===== src/rtl/holl_fpdiv_pkg.sv =====
// Shared types and constants for the sequential floating-point divider.
// Holds FSM states, register addresses, STATUS bit positions and IEEE-style field helpers.
package holl_fpdiv_pkg;

  typedef enum logic [1:0] {
    ST_IDLE = 2'd0,
    ST_PREP = 2'd1,
    ST_DIV  = 2'd2,
    ST_NORM = 2'd3
  } state_e;

  // Operand class resolved in PREP and consumed in NORM
  typedef enum logic [2:0] {
    SP_NONE = 3'd0,
    SP_ZERO = 3'd1,
    SP_INF  = 3'd2,
    SP_DBZ  = 3'd3,
    SP_NAN  = 3'd4
  } special_e;

  localparam logic [4:0] ADDR_OPA    = 5'd0;
  localparam logic [4:0] ADDR_OPB    = 5'd1;
  localparam logic [4:0] ADDR_CTRL   = 5'd2;
  localparam logic [4:0] ADDR_STATUS = 5'd3;
  localparam logic [4:0] ADDR_RESULT = 5'd4;

  localparam int STAT_BUSY = 0;
  localparam int STAT_DONE = 1;
  localparam int STAT_DBZ  = 2;
  localparam int STAT_OVF  = 3;
  localparam int STAT_UNF  = 4;
  localparam int STAT_INV  = 5;

  function automatic logic [31:0] fp_bias(input int exp_w);
    return (32'd1 << (exp_w - 1)) - 32'd1;
  endfunction

  function automatic logic [31:0] fp_inf(input int exp_w, input int frac_w);
    return ((32'd1 << exp_w) - 32'd1) << frac_w;
  endfunction

  function automatic logic [31:0] fp_qnan(input int exp_w, input int frac_w);
    return fp_inf(exp_w, frac_w) | (32'd1 << (frac_w - 1));
  endfunction

endpackage


===== src/rtl/holl_fpdiv_core.sv =====
// Iterative restoring mantissa divider: one quotient bit per cycle, FRAC_W+3 bits total.
// quotient = floor(dividend * 2^(FRAC_W+2) / divisor); remainder is nonzero iff the division was inexact.
module holl_fpdiv_core
  #(parameter int FRAC_W = 23)
  (
    input  logic              clk,
    input  logic              reset,
    input  logic              start,
    input  logic [FRAC_W:0]   dividend,
    input  logic [FRAC_W:0]   divisor,
    output logic [FRAC_W+2:0] quotient,
    output logic [FRAC_W+1:0] remainder,
    output logic              last,
    output logic              done
  );

  localparam int QW = FRAC_W + 3;
  localparam int MW = FRAC_W + 1;
  localparam int RW = FRAC_W + 2;
  localparam int CW = $clog2(QW);

  logic [RW-1:0] rem_q, rem_d;
  logic [MW-1:0] dvs_q, dvs_d;
  logic [QW-1:0] quo_q, quo_d;
  logic [CW-1:0] cnt_q, cnt_d;
  logic          busy_q, busy_d;
  logic          done_q, done_d;
  logic          ge;
  logic [MW-1:0] diff;

  always_comb begin
    ge     = rem_q >= {1'b0, dvs_q};
    diff   = ge ? MW'(rem_q - {1'b0, dvs_q}) : rem_q[MW-1:0];
    last   = busy_q && (cnt_q == CW'(QW - 1));
    rem_d  = rem_q;
    dvs_d  = dvs_q;
    quo_d  = quo_q;
    cnt_d  = cnt_q;
    busy_d = busy_q;
    done_d = done_q;
    if (start) begin
      rem_d  = {1'b0, dividend};
      dvs_d  = divisor;
      quo_d  = '0;
      cnt_d  = '0;
      busy_d = 1'b1;
      done_d = 1'b0;
    end else if (busy_q) begin
      // The partial remainder stays below the divisor, so the shift never loses a bit
      rem_d = {diff, 1'b0};
      quo_d = {quo_q[QW-2:0], ge};
      cnt_d = cnt_q + CW'(1);
      if (last) begin
        busy_d = 1'b0;
        done_d = 1'b1;
      end
    end
  end

  always_ff @(posedge clk) begin
    if (reset) begin
      rem_q  <= '0;
      dvs_q  <= '0;
      quo_q  <= '0;
      cnt_q  <= '0;
      busy_q <= 1'b0;
      done_q <= 1'b0;
    end else begin
      rem_q  <= rem_d;
      dvs_q  <= dvs_d;
      quo_q  <= quo_d;
      cnt_q  <= cnt_d;
      busy_q <= busy_d;
      done_q <= done_d;
    end
  end

  assign quotient  = quo_q;
  assign remainder = rem_q;
  assign done      = done_q;

endmodule


===== src/rtl/holl_fpdiv_seq.sv =====
// Register-mapped sequential FP divider with fixed FRAC_W+5 cycle latency, flush-to-zero.
// Define FPDIV_RNE_EN for round-to-nearest-even; otherwise results truncate toward zero.
module holl_fpdiv_seq
  import holl_fpdiv_pkg::*;
  #(
    parameter int EXP_W  = 8,
    parameter int FRAC_W = 23
  )
  (
    input  logic        clk,
    input  logic        reset,
    input  logic        cs,
    input  logic        read,
    input  logic        write,
    input  logic [4:0]  addr,
    input  logic [31:0] wr_data,
    output logic [31:0] rd_data
  );

  localparam int W  = 1 + EXP_W + FRAC_W;
  localparam int EW = EXP_W + 2;
  localparam int QW = FRAC_W + 3;
  localparam int RW = FRAC_W + 2;

  localparam logic signed [EW-1:0] BIAS  = $signed(EW'(fp_bias(EXP_W)));
  localparam logic signed [EW-1:0] EMAX  = $signed(EW'((1 << EXP_W) - 1));
  localparam logic signed [EW-1:0] EZERO = '0;
  localparam logic signed [EW-1:0] EONE  = $signed(EW'(1));
  localparam logic [W-1:0]         INF_W = W'(fp_inf(EXP_W, FRAC_W));
  localparam logic [W-1:0]         NAN_W = W'(fp_qnan(EXP_W, FRAC_W));

  state_e   state_q, state_d;
  special_e spec_q, spec_d;
  logic [W-1:0] opa_q, opa_d, opb_q, opb_d;
  logic [W-1:0] wa_q, wa_d, wb_q, wb_d;
  logic [W-1:0] res_q, res_d;
  logic done_q, done_d, dbz_q, dbz_d, ovf_q, ovf_d, unf_q, unf_d, inv_q, inv_d;
  logic sign_q, sign_d;
  logic signed [EW-1:0] exp_q, exp_d;

  logic wr_en, rd_en, idle, start_req;
  logic [EXP_W-1:0]  ea, eb;
  logic [FRAC_W-1:0] fa, fb;
  logic a_zero, b_zero, a_inf, b_inf, a_nan, b_nan;
  logic [QW-1:0] core_quo;
  logic [RW-1:0] core_rem;
  logic core_last, core_done;

  assign wr_en     = cs & write;
  assign rd_en     = cs & read;
  assign idle      = (state_q == ST_IDLE);
  assign start_req = wr_en && (addr == ADDR_CTRL) && wr_data[0];

  assign ea     = wa_q[W-2 -: EXP_W];
  assign eb     = wb_q[W-2 -: EXP_W];
  assign fa     = wa_q[FRAC_W-1:0];
  assign fb     = wb_q[FRAC_W-1:0];
  assign a_zero = (ea == '0);
  assign b_zero = (eb == '0);
  assign a_inf  = (&ea) && (fa == '0);
  assign b_inf  = (&eb) && (fb == '0);
  assign a_nan  = (&ea) && (fa != '0);
  assign b_nan  = (&eb) && (fb != '0);

  // Subnormals enter the divider with a zero hidden bit; their result is overridden anyway
  holl_fpdiv_core #(.FRAC_W(FRAC_W)) u_core (
    .clk       (clk),
    .reset     (reset),
    .start     (state_q == ST_PREP),
    .dividend  ({~a_zero, fa}),
    .divisor   ({~b_zero, fb}),
    .quotient  (core_quo),
    .remainder (core_rem),
    .last      (core_last),
    .done      (core_done)
  );

  logic q_msb;
  logic [FRAC_W-1:0] frac_t, frac_f;
  logic signed [EW-1:0] e_n, e_f;

  assign q_msb  = core_quo[QW-1];
  assign frac_t = q_msb ? core_quo[QW-2:2] : core_quo[QW-3:1];
  assign e_n    = exp_q - (q_msb ? EZERO : EONE);

`ifdef FPDIV_RNE_EN
  logic guard, round_b, sticky, inc;
  logic [FRAC_W:0] frac_sum;

  always_comb begin
    guard    = q_msb ? core_quo[1] : core_quo[0];
    round_b  = q_msb ? core_quo[0] : 1'b0;
    sticky   = |core_rem;
    inc      = guard & (round_b | sticky | frac_t[0]);
    frac_sum = {1'b0, frac_t} + {{FRAC_W{1'b0}}, inc};
    // A carry out of the fraction means the mantissa rolled over to 2.0
    frac_f   = frac_sum[FRAC_W-1:0];
    e_f      = frac_sum[FRAC_W] ? e_n + EONE : e_n;
  end
`else
  logic unused_grs;
  assign unused_grs = ^{core_quo[0], core_rem};
  assign frac_f     = frac_t;
  assign e_f        = e_n;
`endif

  logic [W-1:0] norm_res;
  logic norm_dbz, norm_ovf, norm_unf, norm_inv;

  always_comb begin
    norm_res = '0;
    norm_dbz = 1'b0;
    norm_ovf = 1'b0;
    norm_unf = 1'b0;
    norm_inv = 1'b0;
    case (spec_q)
      SP_NAN: begin
        norm_res = NAN_W;
        norm_inv = 1'b1;
      end
      SP_INF:  norm_res = INF_W | {sign_q, {(W-1){1'b0}}};
      SP_DBZ: begin
        norm_res = INF_W | {sign_q, {(W-1){1'b0}}};
        norm_dbz = 1'b1;
      end
      SP_ZERO: norm_res = {sign_q, {(W-1){1'b0}}};
      default: begin
        if (e_f >= EMAX) begin
          norm_res = INF_W | {sign_q, {(W-1){1'b0}}};
          norm_ovf = 1'b1;
        end else if (e_f <= EZERO) begin
          norm_res = {sign_q, {(W-1){1'b0}}};
          norm_unf = 1'b1;
        end else begin
          norm_res = {sign_q, e_f[EXP_W-1:0], frac_f};
        end
      end
    endcase
  end

  always_comb begin
    state_d = state_q;
    spec_d  = spec_q;
    opa_d   = opa_q;
    opb_d   = opb_q;
    wa_d    = wa_q;
    wb_d    = wb_q;
    res_d   = res_q;
    done_d  = done_q;
    dbz_d   = dbz_q;
    ovf_d   = ovf_q;
    unf_d   = unf_q;
    inv_d   = inv_q;
    sign_d  = sign_q;
    exp_d   = exp_q;

    if (wr_en && idle) begin
      if (addr == ADDR_OPA) opa_d = wr_data[W-1:0];
      if (addr == ADDR_OPB) opb_d = wr_data[W-1:0];
    end
    if (rd_en && (addr == ADDR_RESULT)) done_d = 1'b0;

    case (state_q)
      ST_IDLE: begin
        if (start_req) begin
          state_d = ST_PREP;
          wa_d    = opa_q;
          wb_d    = opb_q;
          done_d  = 1'b0;
          dbz_d   = 1'b0;
          ovf_d   = 1'b0;
          unf_d   = 1'b0;
          inv_d   = 1'b0;
        end
      end
      ST_PREP: begin
        state_d = ST_DIV;
        sign_d  = wa_q[W-1] ^ wb_q[W-1];
        exp_d   = $signed({2'b00, ea}) - $signed({2'b00, eb}) + BIAS;
        if (a_nan || b_nan || (a_zero && b_zero) || (a_inf && b_inf)) spec_d = SP_NAN;
        else if (a_inf)                                            spec_d = SP_INF;
        else if (b_zero)                                           spec_d = SP_DBZ;
        else if (b_inf || a_zero)                                  spec_d = SP_ZERO;
        else                                                       spec_d = SP_NONE;
      end
      ST_DIV: begin
        if (core_last) state_d = ST_NORM;
      end
      ST_NORM: begin
        state_d = ST_IDLE;
        if (core_done) begin
          res_d  = norm_res;
          done_d = 1'b1;
          dbz_d  = norm_dbz;
          ovf_d  = norm_ovf;
          unf_d  = norm_unf;
          inv_d  = norm_inv;
        end
      end
      default: state_d = ST_IDLE;
    endcase
  end

  always_ff @(posedge clk) begin
    if (reset) begin
      state_q <= ST_IDLE;
      spec_q  <= SP_NONE;
      opa_q   <= '0;
      opb_q   <= '0;
      wa_q    <= '0;
      wb_q    <= '0;
      res_q   <= '0;
      done_q  <= 1'b0;
      dbz_q   <= 1'b0;
      ovf_q   <= 1'b0;
      unf_q   <= 1'b0;
      inv_q   <= 1'b0;
      sign_q  <= 1'b0;
      exp_q   <= '0;
    end else begin
      state_q <= state_d;
      spec_q  <= spec_d;
      opa_q   <= opa_d;
      opb_q   <= opb_d;
      wa_q    <= wa_d;
      wb_q    <= wb_d;
      res_q   <= res_d;
      done_q  <= done_d;
      dbz_q   <= dbz_d;
      ovf_q   <= ovf_d;
      unf_q   <= unf_d;
      inv_q   <= inv_d;
      sign_q  <= sign_d;
      exp_q   <= exp_d;
    end
  end

  always_comb begin
    rd_data = '0;
    case (addr)
      ADDR_OPA:    rd_data = 32'(opa_q);
      ADDR_OPB:    rd_data = 32'(opb_q);
      ADDR_RESULT: rd_data = 32'(res_q);
      ADDR_STATUS: begin
        rd_data[STAT_BUSY] = ~idle;
        rd_data[STAT_DONE] = done_q;
        rd_data[STAT_DBZ]  = dbz_q;
        rd_data[STAT_OVF]  = ovf_q;
        rd_data[STAT_UNF]  = unf_q;
        rd_data[STAT_INV]  = inv_q;
      end
      default: rd_data = '0;
    endcase
  end

endmodule

===== config.mk =====
export PLATFORM = sky130hd
export DESIGN_NAME = holl_fpdiv_seq
export DESIGN_NICKNAME = d
export VERILOG_FILES = /design/src/rtl/holl_fpdiv_pkg.sv /design/src/rtl/holl_fpdiv_core.sv /design/src/rtl/holl_fpdiv_seq.sv
export SDC_FILE = /design/constraint.sdc
export NUM_CORES = 1
export LEC_CHECK = 0
export CORE_UTILIZATION = 26
export CTS_CLUSTER_DIAMETER = 60
export DETAILED_ROUTE_END_ITERATION = 8
export SETUP_SLACK_MARGIN = 0.05
export SKIP_CTS_REPAIR_TIMING = 1
export SLEW_MARGIN = 5
export SYNTH_ARGS = -nofsm -noshare
export SYNTH_HDL_FRONTEND = slang
export SYNTH_SLANG_ARGS = --single-unit

===== constraint.sdc =====
create_clock -name clk -period 7.6 [get_ports clk]
set_input_delay 2.28 -clock clk [delete_from_list [all_inputs] [get_ports clk]]
set_output_delay 2.28 -clock clk [all_outputs]
set_load 0.03 [all_outputs]

==> impl_metrics.tcl, run 1 <==
set metrics [dict create \
    r2r-start "u_core.quotient[25]" \
    die_area_sq_um 50660 \
    dr.pass1.iters 5 \
    finalWirelength_mm 37.67 \
    drt_drc_violations_left 0 \
    synth-edff-count 0 \
    clk_latency_ns 0.57 \
    synthXorXnorAreaFrac_pct 2.911 \
    antenna_found_initial 1 \
    grt_overflow 0 \
    portBuffers 73 \
    clk_pin_slew_worst_paths_ns 0.06 \
    nFillCells 5239 \
    synthMuxAreaShare_pct 8.268 \
    setup_viol 0 \
    synth_top_family_by_area "simple AND/OR/NAND/NOR gates" \
    ys_async_sr_fraction_pct 0 \
    vdd_drop_max_uv 200.4 \
    period_share_pct 90.94 \
    syn_area_sq_um 12940 \
    tightest_slew_ns 0.9648 \
    grt_max_degree 93 \
    slew_violations 0 \
    p_per_area_nw_per_um2 289.7 \
    crit_start "addr[4]" \
    post_drt_wl_per_cell_um 16.17 \
    synth_compound_area_share_pct 18.33 \
    holdWs_ns 0.4615 \
    ys_seq_area_share_pct 40.69 \
    area_growth_syn_to_layout_pct 18.50 \
    end_kind "primary output" \
    finalNetCount 1726 \
    cts_tree "yes" \
    ant_nets 0 \
    worstSetupEndpoint "rd_data[12]" \
    cap_violations 0 \
    synth_flop_cell "dfxtp_1" \
    avgSynthCellArea_sq_um 7.967 \
    dp.final_hpwl_mm 27.17 \
    synth_cell_type_count 74 \
    syn_inst 1624 \
    synth_fa_ha_area_share_pct 4.274 \
    finalSetupTns_ns 0 \
    rrSetupSlack_ns 4.16 \
    hold_class "reg2reg" \
    die_h_um 225.1 \
    start_kind "input pin" \
    crit_type "in2out" \
    post-route-min-period_ns 6.912 \
    root_buffer "clkbuf_16" \
    fp.coreArea_sq_um 49050 \
    initial_core_util_pct 26.38 \
    ios 74 \
    rows 81 \
    layout-drive-gt1-share_pct 8.293 \
    numCtsBuffers 29 \
    leakagePower_nw 5.174 \
    dp_cells 2274 \
    vias_per_cell 4.890 \
    crit_required_ns 5.32 \
    hold_viol 0 \
    slew_headroom_pct 35.68 \
    synthSimpleGateAreaFrac_pct 20.40 \
    die_w_um 225.1 \
    final_cell_count_no_fill 2329 \
    cts.htree.levels 1 \
    status "completed" \
    path_max_fanout 18 \
    grt_pass1_wl_mm 60.49 \
    reg2reg_depth 10 \
    cts_buffer_depth 3 \
    grt_pass1_vias 11090 \
    rsz0062_at_grt "no" \
    worstPathArrival_ns 4.63 \
    multi_input_area_sq_um 7048 \
    seq_area_sq_um 5266 \
    drt-initial-drc-count 646 \
    r2r-end "res_q[20]" \
    vias 11390 \
    yosys_warnings 0 \
    maxClockFrequency_ghz 0.1447 \
    clock_skew_ns 0.01986 \
    gp_congestion 0.8948 \
    syn_nets 1709 \
    ys_seq_elements 263 \
    track_usage_pct 14.86 \
    utilization_pct 31.26 \
    cts.sinks 263 \
]
## power by group
group / switching (W) / leakage [nW] / internal, W
combinational: 0.000903 / 2.53 / 0.000550
sequential: 0.0000477 / 2.12 / 0.00142
clock: 0.000601 / 0.521 / 0.000920
total: 0.00155 / 5.17 / 0.00289
## cells in the mapped netlist (4+ instances only)
master    count  area (sq um)
a211oi_1     20         150.1
a21o_1        5         37.54
a21oi_1     178         890.9
a221o_1       9         90.09
a22oi_1      15         112.6
a31oi_1      10         62.56
and2_1        6         37.54
buf_1        11         41.29
buf_2        13         65.06
clkbuf_1     73         274.0
dfxtp_1     263          5265
ha_1         41         513.0
inv_1        60         225.2
mux2_2        7         78.83
mux2i_1      99         991.0
nand2_1     358          1344
nand2b_1      9         56.30
nand3_1      21         105.1
nand4_1      15         93.84
nor2_1      129         484.2
nor2b_1      11         68.82
nor3_1       14         70.07
nor3b_1       4         30.03
nor4_1       16         100.1
o21a_1        5         37.54
o21ai_0      86         430.4
o21ai_1      10         50.05
o22ai_1       7         43.79
o31ai_1       6         45.04
or2_2         7         43.79
or3_1         7         43.79
xnor2_1      21         183.9
xor2_1       22         192.7
## final cells by class
type                            instances  area share [%]
Multi-Input combinational cell       1198           45.97
Sequential cell                       263           34.35
Timing Repair Buffer                   89           5.916
Tap cell                              664           5.419
Clock buffer                           36           5.166
Clock inverter                         18           1.697
Inverter                               60           1.469
Antenna cell                            1         0.01632
## kinds of logic after synthesis
kind of cell | Yosys count
buffers and inverters | 163
flip-flops | 263
XOR/XNOR | 43
AO/OA/AOI/OAI | 390
multiplexers | 106
AND/OR/NAND/NOR | 616
adder cells (fa/ha/maj) | 43
## worst min path at each step
stage	start	endpoint	slack, ns	depth (start not counted)
final	res_q[9]	res_q[9]	0.46	2
after global routing	res_q[10]	res_q[10]	0.48	2
after CTS	res_q[10]	res_q[10]	0.46	2
after detailed placement	res_q[17]	res_q[17]	0.45	2
after global placement	res_q[9]	res_q[9]	0.45	2
after floorplan	res_q[0]	res_q[0]	0.42	2
## placed cells by master, fill, tap and decap left out, types with 22 or more instances in the layout
cell type	count
nand2_1	357
dfxtp_1	262
a21oi_1	178
nor2_1	129
mux2i_1	99
o21ai_0	86
inv_1	60
clkdlybuf4s50_1	45
ha_1	40
buf_4	32
clkbuf_16	29
xor2_1	22
## metal layers
metal | vias to the layer above | routed length [um] | track usage (%)
li1 | 5626 | - | -
met1 | 5460 | 16410 | 18.23
met3 | 64 | 1386 | 1.669
met4 | 0 | 1004 | 5.201
met2 | 238 | 18870 | 26.66
met5 | - | 0 | 0
## metrics by stage
| step | cell area, sq um | power (W) | worst slack, ns |
|---|---|---|---|
| floorplan | 12940 | 0.002680 | 1.017 |
| global placement | 14280 | 0.002923 | 0.8001 |
| detailed placement | 14280 | 0.002947 | 0.7340 |
| CTS | 15330 | 0.004477 | 0.7317 |
| global route | 15330 | 0.004696 | 0.5134 |
| finish | 15330 | 0.004441 | 0.6883 |
## critical path, stage by stage
cell	delay, ns
clkdlybuf4s50_1	0.45
nor3_1	0.64
nand2b_1	0.37
buf_4	0.33
o21ai_0	0.37
buf_12	0.17
## flip-flops by register name, summed over array words and instances, names as in the netlist, 2 cells and up
name              cells
u_core.cnt_q          5
opa_q                32
spec_q                3
u_core.quotient      26
opb_q                32
res_q                32
wa_q                 32
wb_q                 32
state_q               2
exp_q                10
u_core.dvs_q         24
u_core.remainder     25
No activity file was read; power rests on OpenSTA's default activity.
==> run 2, diff against run 1 <==
- CTS_CLUSTER_SIZE: default -> 14
==> impl_metrics.tcl, run 2 (synthesis gave the netlist of run 1 again) <==
set metrics [dict create \
    status "completed" \
    setup_viol 0 \
    antenna_found_initial 1 \
    clk_latency_ns 0.55 \
    finalSetupTns_ns 0 \
    ant_nets 0 \
    layout-drive-gt1-share_pct 7.243 \
    portBuffers 73 \
    drt-initial-drc-count 662 \
    final_cell_mix "nand2_1, dfxtp_1, a21oi_1" \
    rows 81 \
    end_kind "primary output" \
    die_w_um 225.1 \
    crit_type "in2out" \
    critPathSlowestCell "nor3_1" \
    p_per_area_nw_per_um2 272.8 \
    post_drt_wl_per_cell_um 16.27 \
    vias 11330 \
    vdd_drop_max_uv 202.4 \
    die_h_um 225.1 \
    clk_pin_slew_worst_paths_ns 0.06 \
    grt_overflow 0 \
    dp_cells 2274 \
    final_area_sq_um 14990 \
    crit_required_ns 5.32 \
    dr.pass1.iters 6 \
    post-route-min-period_ns 6.910 \
    hold_viol 0 \
    fin_ws_ns 0.6897 \
    finalNetCount 1721 \
    path_max_fanout 18 \
    cts.htree.levels 1 \
    grt_max_degree 93 \
    path_cells "clkdlybuf4s50_1 > nor3_1 > nand2b_1 > buf_4 > o21ai_0 > buf_12" \
    dp.final_hpwl_mm 27.17 \
    maxClockFrequency_ghz 0.1447 \
    vias_per_cell 4.910 \
    placed_area_sq_um 14280 \
    place_ws_ns 0.7340 \
    seq_area_sq_um 5266 \
    final_cell_count_no_fill 2308 \
    nFillCells 5275 \
    cts.sinks 263 \
    tightest_slew_ns 0.9819 \
    leakagePower_nw 5.006 \
    drt_drc_violations_left 0 \
    cts_buffer_depth 3 \
    die_area_sq_um 50660 \
    multi_input_area_sq_um 7048 \
    cap_violations 0 \
    fp.coreArea_sq_um 49050 \
    reg2reg_depth 10 \
    numCtsBuffers 24 \
    cts_tree "yes" \
    worst_path_largest_cell_delay_ns 0.63 \
    grt_pass1_vias 11090 \
    rsz0062_at_grt "no" \
    holdPathStages 2 \
    slew_violations 0 \
    track_usage_pct 14.79 \
    clock_skew_ns 0.01776 \
    grt_pass1_wl_mm 60.33 \
    ios 74 \
    area_growth_syn_to_layout_pct 15.88 \
    gp_congestion 0.8948 \
    initial_core_util_pct 26.38 \
    period_share_pct 90.92 \
    start_kind "input pin" \
    hold_class "reg2reg" \
    worstPathArrival_ns 4.63 \
    slew_headroom_pct 34.54 \
    finalWirelength_mm 37.55 \
    root_buffer "clkbuf_16" \
    mostFrequentLayoutCell "nand2_1" \
]
-- run 2: worst max-delay path: cells and delay by family --
family / cells / cell delay (ns)
AO/OA/AOI/OAI: 1 / 0.37
AND/OR/NAND/NOR: 2 / 1.01
buffers and inverters: 3 / 0.94
-- run 2: layout make-up --
type / instances / area share, %
multi-input combinational: 1198 / 47.01
sequential: 263 / 35.12
timing repair buffer: 89 / 6.050
tap: 664 / 5.541
clock buffer: 25 / 4.031
inverter: 60 / 1.502
clock inverter: 8 / 0.7260
antenna: 1 / 0.01669
-- run 2: power breakdown --
group	switching, W	internal [W]	leakage [nW]
sequential	0.0000476	0.00142	2.12
clock	0.000528	0.000640	0.352
combinational	0.000906	0.000550	2.53
total	0.00148	0.00261	5.01
-- run 2: metal layers --
layer | share of wire, % | track usage [%]
met5 | 0 | 0
met2 | 50 | 26.71
met1 | 44 | 18.25
met4 | 2.3 | 4.784
met3 | 3.4 | 1.512
-- run 2: final timing paths --
kind         slack [ns]           startpoint          end
min                0.46            res_q[17]    res_q[17]
min reg2reg        0.46            res_q[17]    res_q[17]
max                0.69              addr[4]  rd_data[12]
max reg2reg        4.18  u_core.quotient[25]    res_q[20]
-- run 2: per-stage QoR --
step	hold slack, ns	utilization [%]	power, W
2_1_floorplan	0.4196	-	0.002680
3_3_place_gp	0.4481	29.11	0.002923
3_5_place_dp	0.4504	29.11	0.002947
4_1_cts	0.4633	30.56	0.004117
5_1_grt	0.4829	30.56	0.004327
6_report	0.4587	30.57	0.004090
